File: src/rtl/pool2x2_stream_unit.sv
// 2x2 stride-2 max/avg pooling over a row-major CH-channel pixel stream.
// Define POOL_RELU_FUSE_EN to clamp negative pooled results to zero.
module pool2x2_stream_unit #(
  parameter int DATA_W = 8,
  parameter int CH     = 4,
  parameter int IMG_W  = 28,
  parameter int IMG_H  = 28
) (
  input  logic                 clk,
  input  logic                 rst,
  input  logic                 start,
  input  logic                 mode,
  input  logic                 in_valid,
  output logic                 in_ready,
  input  logic [CH*DATA_W-1:0] in_data,
  output logic                 out_valid,
  input  logic                 out_ready,
  output logic [CH*DATA_W-1:0] out_data,
  output logic                 out_last,
  output logic                 busy,
  output logic                 frame_done
);

  localparam int CW = $clog2(IMG_W);
  localparam int RW = $clog2(IMG_H);
  localparam int LD = IMG_W / 2;
  localparam int LW = (LD > 1) ? $clog2(LD) : 1;
  localparam int EW = DATA_W + 1;

  if ((IMG_W % 2) != 0 || IMG_W < 2) begin : g_bad_w
    $error("IMG_W must be even and >= 2");
  end
  if ((IMG_H % 2) != 0 || IMG_H < 2) begin : g_bad_h
    $error("IMG_H must be even and >= 2");
  end

  typedef enum logic [1:0] {
    S_IDLE,
    S_RUN,
    S_FLUSH
  } state_t;

  state_t state, state_d;

  logic [CW-1:0]        col;
  logic [RW-1:0]        row;
  logic                 mode_q;
  logic [CH*DATA_W-1:0] h;
  logic [CH*EW-1:0]     lb [LD];
  logic [CH*EW-1:0]     lb_rd;
  logic [CH*EW-1:0]     p_all;
  logic [CH*DATA_W-1:0] r_all;
  logic [LW-1:0]        half;
  logic                 accept;
  logic                 take;
  logic                 col_end;
  logic                 row_end;
  logic                 last_beat;

  logic signed [DATA_W-1:0] a_v, b_v, r_v;
  logic signed [EW-1:0]     p_v, l_v;
  logic signed [EW:0]       s_v;

  assign in_ready   = (state == S_RUN) && (!out_valid || out_ready);
  assign accept     = in_valid && in_ready;
  assign take       = out_valid && out_ready;
  assign col_end    = col == CW'(IMG_W - 1);
  assign row_end    = row == RW'(IMG_H - 1);
  assign last_beat  = col_end && row_end;
  assign half       = LW'(col >> 1);
  assign busy       = state != S_IDLE;
  assign frame_done = (state == S_FLUSH) && take;

  always_ff @(posedge clk) begin
    if (rst) state <= S_IDLE;
    else     state <= state_d;
  end

  always_comb begin
    state_d = state;
    unique case (state)
      S_IDLE:  if (start) state_d = S_RUN;
      S_RUN:   if (accept && last_beat) state_d = S_FLUSH;
      S_FLUSH: if (take) state_d = S_IDLE;
      default: state_d = S_IDLE;
    endcase
  end

  // Pair reduce feeds the line buffer; quad reduce feeds the output.
  always_comb begin
    p_all = '0;
    r_all = '0;
    a_v   = '0;
    b_v   = '0;
    r_v   = '0;
    p_v   = '0;
    l_v   = '0;
    s_v   = '0;
    lb_rd = lb[half];
    for (int c = 0; c < CH; c++) begin
      a_v = h[c*DATA_W +: DATA_W];
      b_v = in_data[c*DATA_W +: DATA_W];
      l_v = lb_rd[c*EW +: EW];
      if (mode_q) begin
        p_v = {a_v[DATA_W-1], a_v} + {b_v[DATA_W-1], b_v};
        s_v = {l_v[EW-1], l_v} + {p_v[EW-1], p_v};
        r_v = DATA_W'(s_v >>> 2);
      end else begin
        p_v = (a_v > b_v) ? {a_v[DATA_W-1], a_v}
                          : {b_v[DATA_W-1], b_v};
        r_v = (l_v > p_v) ? l_v[DATA_W-1:0]
                          : p_v[DATA_W-1:0];
      end
      p_all[c*EW +: EW] = p_v;
`ifdef POOL_RELU_FUSE_EN
      r_all[c*DATA_W +: DATA_W] = r_v[DATA_W-1] ? '0 : r_v;
`else
      r_all[c*DATA_W +: DATA_W] = r_v;
`endif
    end
  end

  always_ff @(posedge clk) begin
    if (rst) begin
      col       <= '0;
      row       <= '0;
      mode_q    <= 1'b0;
      h         <= '0;
      out_valid <= 1'b0;
      out_data  <= '0;
      out_last  <= 1'b0;
    end else begin
      if (state == S_IDLE && start) begin
        col    <= '0;
        row    <= '0;
        mode_q <= mode;
      end
      if (take) begin
        out_valid <= 1'b0;
        out_last  <= 1'b0;
      end
      if (accept) begin
        if (!col[0]) h <= in_data;
        if (col_end) begin
          col <= '0;
          row <= row_end ? '0 : row + 1'b1;
        end else begin
          col <= col + 1'b1;
        end
        if (col[0] && row[0]) begin
          out_valid <= 1'b1;
          out_data  <= r_all;
          out_last  <= last_beat;
        end
      end
    end
  end

  always_ff @(posedge clk) begin
    if (accept && col[0] && !row[0]) lb[half] <= p_all;
  end

endmodule

File: config.mk
export PLATFORM = sky130hd
export DESIGN_NAME = pool2x2_stream_unit
export DESIGN_NICKNAME = d
export VERILOG_FILES = /design/src/rtl/pool2x2_stream_unit.sv
export SDC_FILE = /design/constraint.sdc
export NUM_CORES = 1
export LEC_CHECK = 0
export CAP_MARGIN = 15
export CORE_AREA = 2 2 217 219
export CTS_BUF_LIST = sky130_fd_sc_hd__clkbuf_16
export CTS_CLUSTER_DIAMETER = 100
export DETAILED_ROUTE_END_ITERATION = 6
export DIE_AREA = 0 0 219 221
export PLACE_DENSITY = 0.76
export SETUP_SLACK_MARGIN = 0.5
export SLEW_MARGIN = 20
export SYNTH_ARGS = -nofsm -noshare
export SYNTH_HDL_FRONTEND = slang
export SYNTH_SLANG_ARGS = --single-unit
export TNS_END_PERCENT = 5
File: constraint.sdc
create_clock -name clk -period 10.69 [get_ports clk]
set_input_delay 2.138 -clock clk [delete_from_list [all_inputs] [get_ports clk]]
set_output_delay 2.138 -clock clk [all_outputs]
set_load 0.03 [all_outputs]
==> impl_metrics.ini, run 1 <==
[timing]
tns_ns = 0
finalHoldViolCount = 0
finalSetupViolCount = 0
hold_slack_ns = 0.488
slew-limit-headroom_pct = 23.4
worst_pin_slew_ns = 1.12
rsz0062_at_grt = false
clock.fmax_ghz = 0.147
slew_viol_final = 0
fin_skew_ns = 0.0313
finalCritPeriodShare_pct = 63.8
period_minus_slack_ns = 6.82

[worst_setup_path]
cp-end-kind = flop
cp_max_fo = 11
critPathLaunchType = primary input
slowest_delay_ns = 0.87
worstSetupPathType = primary input to flop
cp.required_ns = 11.15
cp.arrival_ns = 7.28
slowest_stage = a21oi_1
reg2reg_slack_ns = 5.05
path_cells = clkdlybuf4s50_1 > inv_1 > ha_1 > a21o_1 > a21oi_1 > a2111oi_0 > o31ai_2 > mux2i_1 > ha_1 > o21a_1 > o211ai_1 > o21ai_0 > a21oi_1 > mux2i_1 > nor2_1 > a2111oi_0

[pwr]
leakage_nw = 10.6
power_density_nw_per_um2 = 161
vdd_drop_max_v = 0.000124
finalPower_mw = 4.95

[synth]
synth_seq_cells = 587
syn_nets = 2036
yosysWarnings = 0
ys_seq_area_share_pct = 61.2
postSynth.asyncResetShare_pct = 0
synth_cell_type_count = 73
synthCells = 1860
synthMuxAreaShare_pct = 14.6
avgSynthCellArea_um2 = 14.8
synth_top_family_by_area = multiplexers
ys.flop_type = edfxtp_1
synth_xor_area_share_pct = 1.50
synth_edf_count = 504
yosys.area_share.simple_pct = 6.01
synthesis.area_um2 = 27500
synth_fa_ha_area_share_pct = 6.40
synth_compound_area_share_pct = 7.84

[floorplanning]
io_pins = 75
start_util_pct = 59.6
die_w_um = 219
dieArea_um2 = 48400
coreArea_um2 = 46100
die_h_um = 221
num_rows = 79

[global_route]
grt_usage_pct = 27.5
grt_pass1_wl_um = 98900
grt_pass1_vias = 16500
grt_max_degree = 78
grt.overflow.total = 0
grt_antenna_before_repair = 1

[final_layout]
layout_common_cells = 504 x edfxtp_1, 143 x nand2_1, 134 x ha_1
fin_cells = 2591
drive_gt1_share_pct = 16.1
final_common_cell = edfxtp_1
area_growth_pct = 12.1
nNetsFinal = 2116
num_antenna_cells = 0

[worst_hold_path]
hold_class = flop to flop

[flow_run]
max_cap_viol_count = 0

[clocking]
holdBufCountCts = 0
cts_resized = 0
clockBufferDepth = 3
postCtsSetupBuffers = 0
htree_num_levels = 2
clkLatencyLatePin_ns = 0.62
cts_tree = built
cts_root_buffer = clkbuf_16
clock-sinks = 587
numCtsBuffers = 57
clkTransAtPathRegs_ns = 0.06

[drt]
drt_iter0_drc = 1588
ant_nets = 0
drtPass1Iterations = 5
wl_per_cell_um = 25.3
num_vias = 16400
finalWirelength_um = 65500
routed_via_density = 6.34
drc = 0

[placement]
gp_congestion = 0.917
io_buffers = 74
dpl.hpwl_um = 38900
dp.cells = 2488

[status]
status = finished clean
-- report_power, final --
| part | leakage [nW] | internal, mW | switching, mW | total [mW] |
|---|---|---|---|---|
| Sequential | 5.25 | 2.55 | 0.00797 | 2.56 |
| Combinational | 4.43 | 0.152 | 0.278 | 0.430 |
| Clock | 0.939 | 1.12 | 0.841 | 1.96 |
| Total | 10.6 | 3.82 | 1.13 | 4.95 |
-- per-stage QoR --
step	setup WS, ns	instance area, um^2	util [%]
final	3.87	30800	66.8
after global routing	3.36	30800	66.8
after CTS	3.94	30700	66.7
after detailed placement	3.33	28900	62.8
after global placement	3.45	28900	62.8
after floorplan	4.31	27500	-
-- logic make-up (layout without fill, tap and decap cells) --
| group | Yosys count | after routing |
|---|---|---|
| multiplexers | 240 | 240 |
| flip-flops | 587 | 587 |
| AO/OA/AOI/OAI | 327 | 327 |
| XOR/XNOR | 47 | 47 |
| adder cells (fa/ha/maj) | 138 | 138 |
| AND/OR/NAND/NOR | 356 | 356 |
| buffers and inverters | 165 | 289 |
-- cells in the mapped netlist, types with 19 or more instances --
cell      instances  share of area [%]
mux2i_1          81                3.0
dfxtp_1          83                6.1
nand2b_1         28               0.64
mux2_2           34                1.4
mux4_2          125                 10
nor2_1           93                1.3
nand2_1         143                2.0
o21a_1           31               0.85
ha_1            134                6.1
xnor2_1          40                1.3
edfxtp_1        504                 55
inv_1            81                1.1
o211ai_1         19               0.52
o21ai_0          34               0.62
buf_2            21               0.38
a21oi_1         125                2.3
clkbuf_1         48               0.66
-- cell type report --
class | count | area (um^2)
Clock buffer | 59 | 1480
Sequential cell | 587 | 16800
Timing Repair Buffer | 104 | 961
Fill cell | 3145 | 15300
Inverter | 82 | 308
Multi-Input combinational cell | 1108 | 10100
Clock inverter | 44 | 349
Tap cell | 607 | 759
-- critical path, delay by kind of cell --
kind / cells / cell delay, ns
simple gates: 1 / 0.06
buf+inv: 2 / 0.59
compound gates: 9 / 2.98
fa+ha+maj: 2 / 0.69
mux: 2 / 0.80
-- layer usage --
layer	vias up	GRT usage [%]	wire length, um
met5	-	0	12
met4	2	8.17	1680
met3	112	4.34	5390
met2	644	46.1	32400
met1	8336	37.5	26000
li1	7343	-	-
-- state kept, by name (all words and copies together) (netlist names), named ones only --
signal     count
col            5
h             32
lb           504
mode_q         1
out_data      32
out_last       1
out_valid      1
row            5
state          2
-- path summary, 6_finish.rpt --
path,startpoint,end,cells after the start
setup / recovery,in_data[19],out_data[21]$_SDFFE_PP0P_,16
hold / removal,out_data[3]$_SDFFE_PP0P_,out_data[3]$_SDFFE_PP0P_,2
setup reg to reg,flop,out_data[21]$_SDFFE_PP0P_,14
hold reg to reg,out_data[3]$_SDFFE_PP0P_,out_data[3]$_SDFFE_PP0P_,2
(Power assumes the default switching activity.)
==> run 2, diff against run 1 <==
Clock period 10.69 ns to 7 ns, I/O delays scaled along.
==> run 2 against run 1 <==
Critical path depth increased by 1. Worst hold slack better by 0.00080 ns. Cell count increased by 0.62%. Clock skew decreased by 0.016 ns. Flip-flop and latch count did not move. Die area unchanged. Wire length is 4.1% higher. Worst setup slack got worse by 2.7 ns. Design area grew 0.56%. Combinational power increased by 54%. Core utilization rose by 0.37 points. Critical endpoint is now out_data[6]$_SDFFE_PP0P_. Largest power group unchanged. Highest routed layer unchanged.
==> impl_metrics.ini, run 2 (synthesis gave the netlist of run 1 again) <==
[drt]
routed_via_density = 6.45
drt_iter0_drc = 2057
wl_per_cell_um = 26.2
drc = 0
finalWirelength_um = 68200
num_vias = 16800
ant_nets = 0
drtPass1Iterations = 5

[clocking]
holdBufCountCts = 0
cts_tree = built
postCtsSetupBuffers = 0
htree_num_levels = 2
clkTransAtPathRegs_ns = 0.07
clkLatencyLatePin_ns = 0.62
numCtsBuffers = 58
clockBufferDepth = 3
cts_resized = 0
cts_root_buffer = clkbuf_16
clock-sinks = 587

[worst_setup_path]
cp_num_buf_inv = 2
path_cells = clkdlybuf4s50_1 > inv_1 > ha_1 > nand3_1 > o311ai_0 > o21ai_0 > a21oi_2 > mux2i_1 > ha_1 > nor2b_1 > o31ai_1 > a21oi_1 > a2111oi_0 > o22ai_1 > or2_2 > a311o_1 > nor3_1
cp_max_fo = 12
r2r_cells = 11
cp.required_ns = 7.54
reg2reg_to = out_data[30]$_SDFFE_PP0P_
reg2reg_slack_ns = 2.10
worstSetupPathType = primary input to flop
cp-end-kind = flop
slowest_delay_ns = 0.53
slowest_stage = clkdlybuf4s50_1
cp_common_cell = ha_1
cp.arrival_ns = 6.42
critPathLaunchType = primary input
critical-path-top-delay-family = compound AO/OA/AOI/OAI gates

[global_route]
grt_usage_pct = 28.6
grt.overflow.total = 0
grt_pass1_vias = 16700
grt_max_degree = 56
grt_antenna_before_repair = 1
grt_pass1_wl_um = 102000

[final_layout]
layout_common_cells = 504 x edfxtp_1, 143 x nand2_1, 134 x ha_1
top_register = lb
fin_util_pct = 67.2
fin_area_um2 = 30900
top_regs = lb (504), h (32), out_data (32)
nNetsFinal = 2127
num_antenna_cells = 0
drive_gt1_share_pct = 16.3
area_growth_pct = 12.7
largest_reg_flops = 504
final_common_cell = edfxtp_1

[placement]
placed_cell_area_um2 = 29000
gp_congestion = 0.914
dpl.hpwl_um = 42000
io_buffers = 74

[timing]
slew-limit-headroom_pct = 22.0
tns_ns = 0
period_minus_slack_ns = 5.88
finalSetupViolCount = 0
fin_skew_ns = 0.0156
rsz0062_at_grt = false
clock.fmax_ghz = 0.170
finalCritPeriodShare_pct = 84.0
worst_pin_slew_ns = 1.17
slew_viol_final = 0
finalHoldViolCount = 0

[floorplanning]
coreArea_um2 = 46100
num_rows = 79
die_w_um = 219
io_pins = 75
die_h_um = 221
dieArea_um2 = 48400
start_util_pct = 59.6

[status]
status = finished clean

[worst_hold_path]
whs_endpoint = out_data[25]$_SDFFE_PP0P_
hold_class = flop to flop
hold_depth = 1
worstHoldStart = out_data[25]$_SDFFE_PP0P_

[pwr]
power_density_nw_per_um2 = 247
leakage_nw = 10.7
vdd_drop_max_v = 0.000191

[flow_run]
max_cap_viol_count = 0
[run 2: cell count changes in the layout (fill, tap and decap cells not counted), sizes merged]
cell      change
clkinv        +2
inv           +4
clkinvlp      -2
bufinv        +2
buf          +10
[run 2: through the flow]
stage | setup slack, ns | hold WS (ns) | std cells | total power, mW
2_1_floorplan | 1.36 | 0.454 | 1860 | 4.43
3_3_place_gp | 0.652 | 0.459 | 2497 | 4.60
3_5_place_dp | 0.585 | 0.468 | 2498 | 4.62
4_1_cts | 1.24 | 0.486 | 2607 | 7.67
5_1_grt | 0.738 | 0.519 | 2607 | 7.88
6_report | 1.12 | 0.489 | 2607 | 7.65
[run 2: worst reg2reg max path, delay by kind of cell (launching register included)]
kind | cells | cell delay (ns)
DFF | 1 | 0.98
adders and majority gates | 1 | 0.36
buffers and inverters | 1 | 0.07
and+or+nand+nor | 2 | 0.33
AOI/OAI and AO/OA | 4 | 1.54
muxes | 3 | 1.56
[run 2: worst max-delay path by stage]
stage                     cells past startpoint        from                       end  slack [ns]
after global routing                         17  in_data[2]  out_data[6]$_SDFFE_PP0P_        0.74
final                                        17  in_data[3]  out_data[6]$_SDFFE_PP0P_        1.12
after detailed placement                     17  in_data[3]  out_data[6]$_SDFFE_PP0P_        0.59
after floorplan                               8   out_ready        lb[0][0]$_DFFE_PP_        1.36
after CTS                                    17  in_data[3]  out_data[6]$_SDFFE_PP0P_        1.24
after global placement                       17  in_data[3]  out_data[6]$_SDFFE_PP0P_        0.65
[run 2: where the power goes]
group	internal (mW)	switching [mW]	leakage, nW
Sequential	3.89	0.0120	5.25
Combinational	0.237	0.425	4.48
Clock	1.78	1.30	0.976
Total	5.91	1.74	10.7
[run 2: area by class of cell]
cell class	count	area, um^2
clock inverters	50	410
repair buffers	114	1070
multi-input cells	1108	10100
clock buffers	59	1480
flip-flops and latches	587	16800
fillers	3086	15100
inverters	82	308
well taps	607	759
[run 2: layer usage]
metal  vias to the layer above  GRT usage (%)  wire length [um]
met4                         2           10.5              2310
met1                      8425           38.7             26600
met5                         -              0                13
met2                       855           46.7             33000
li1                       7392              -                 -
met3                       132           5.02              6290
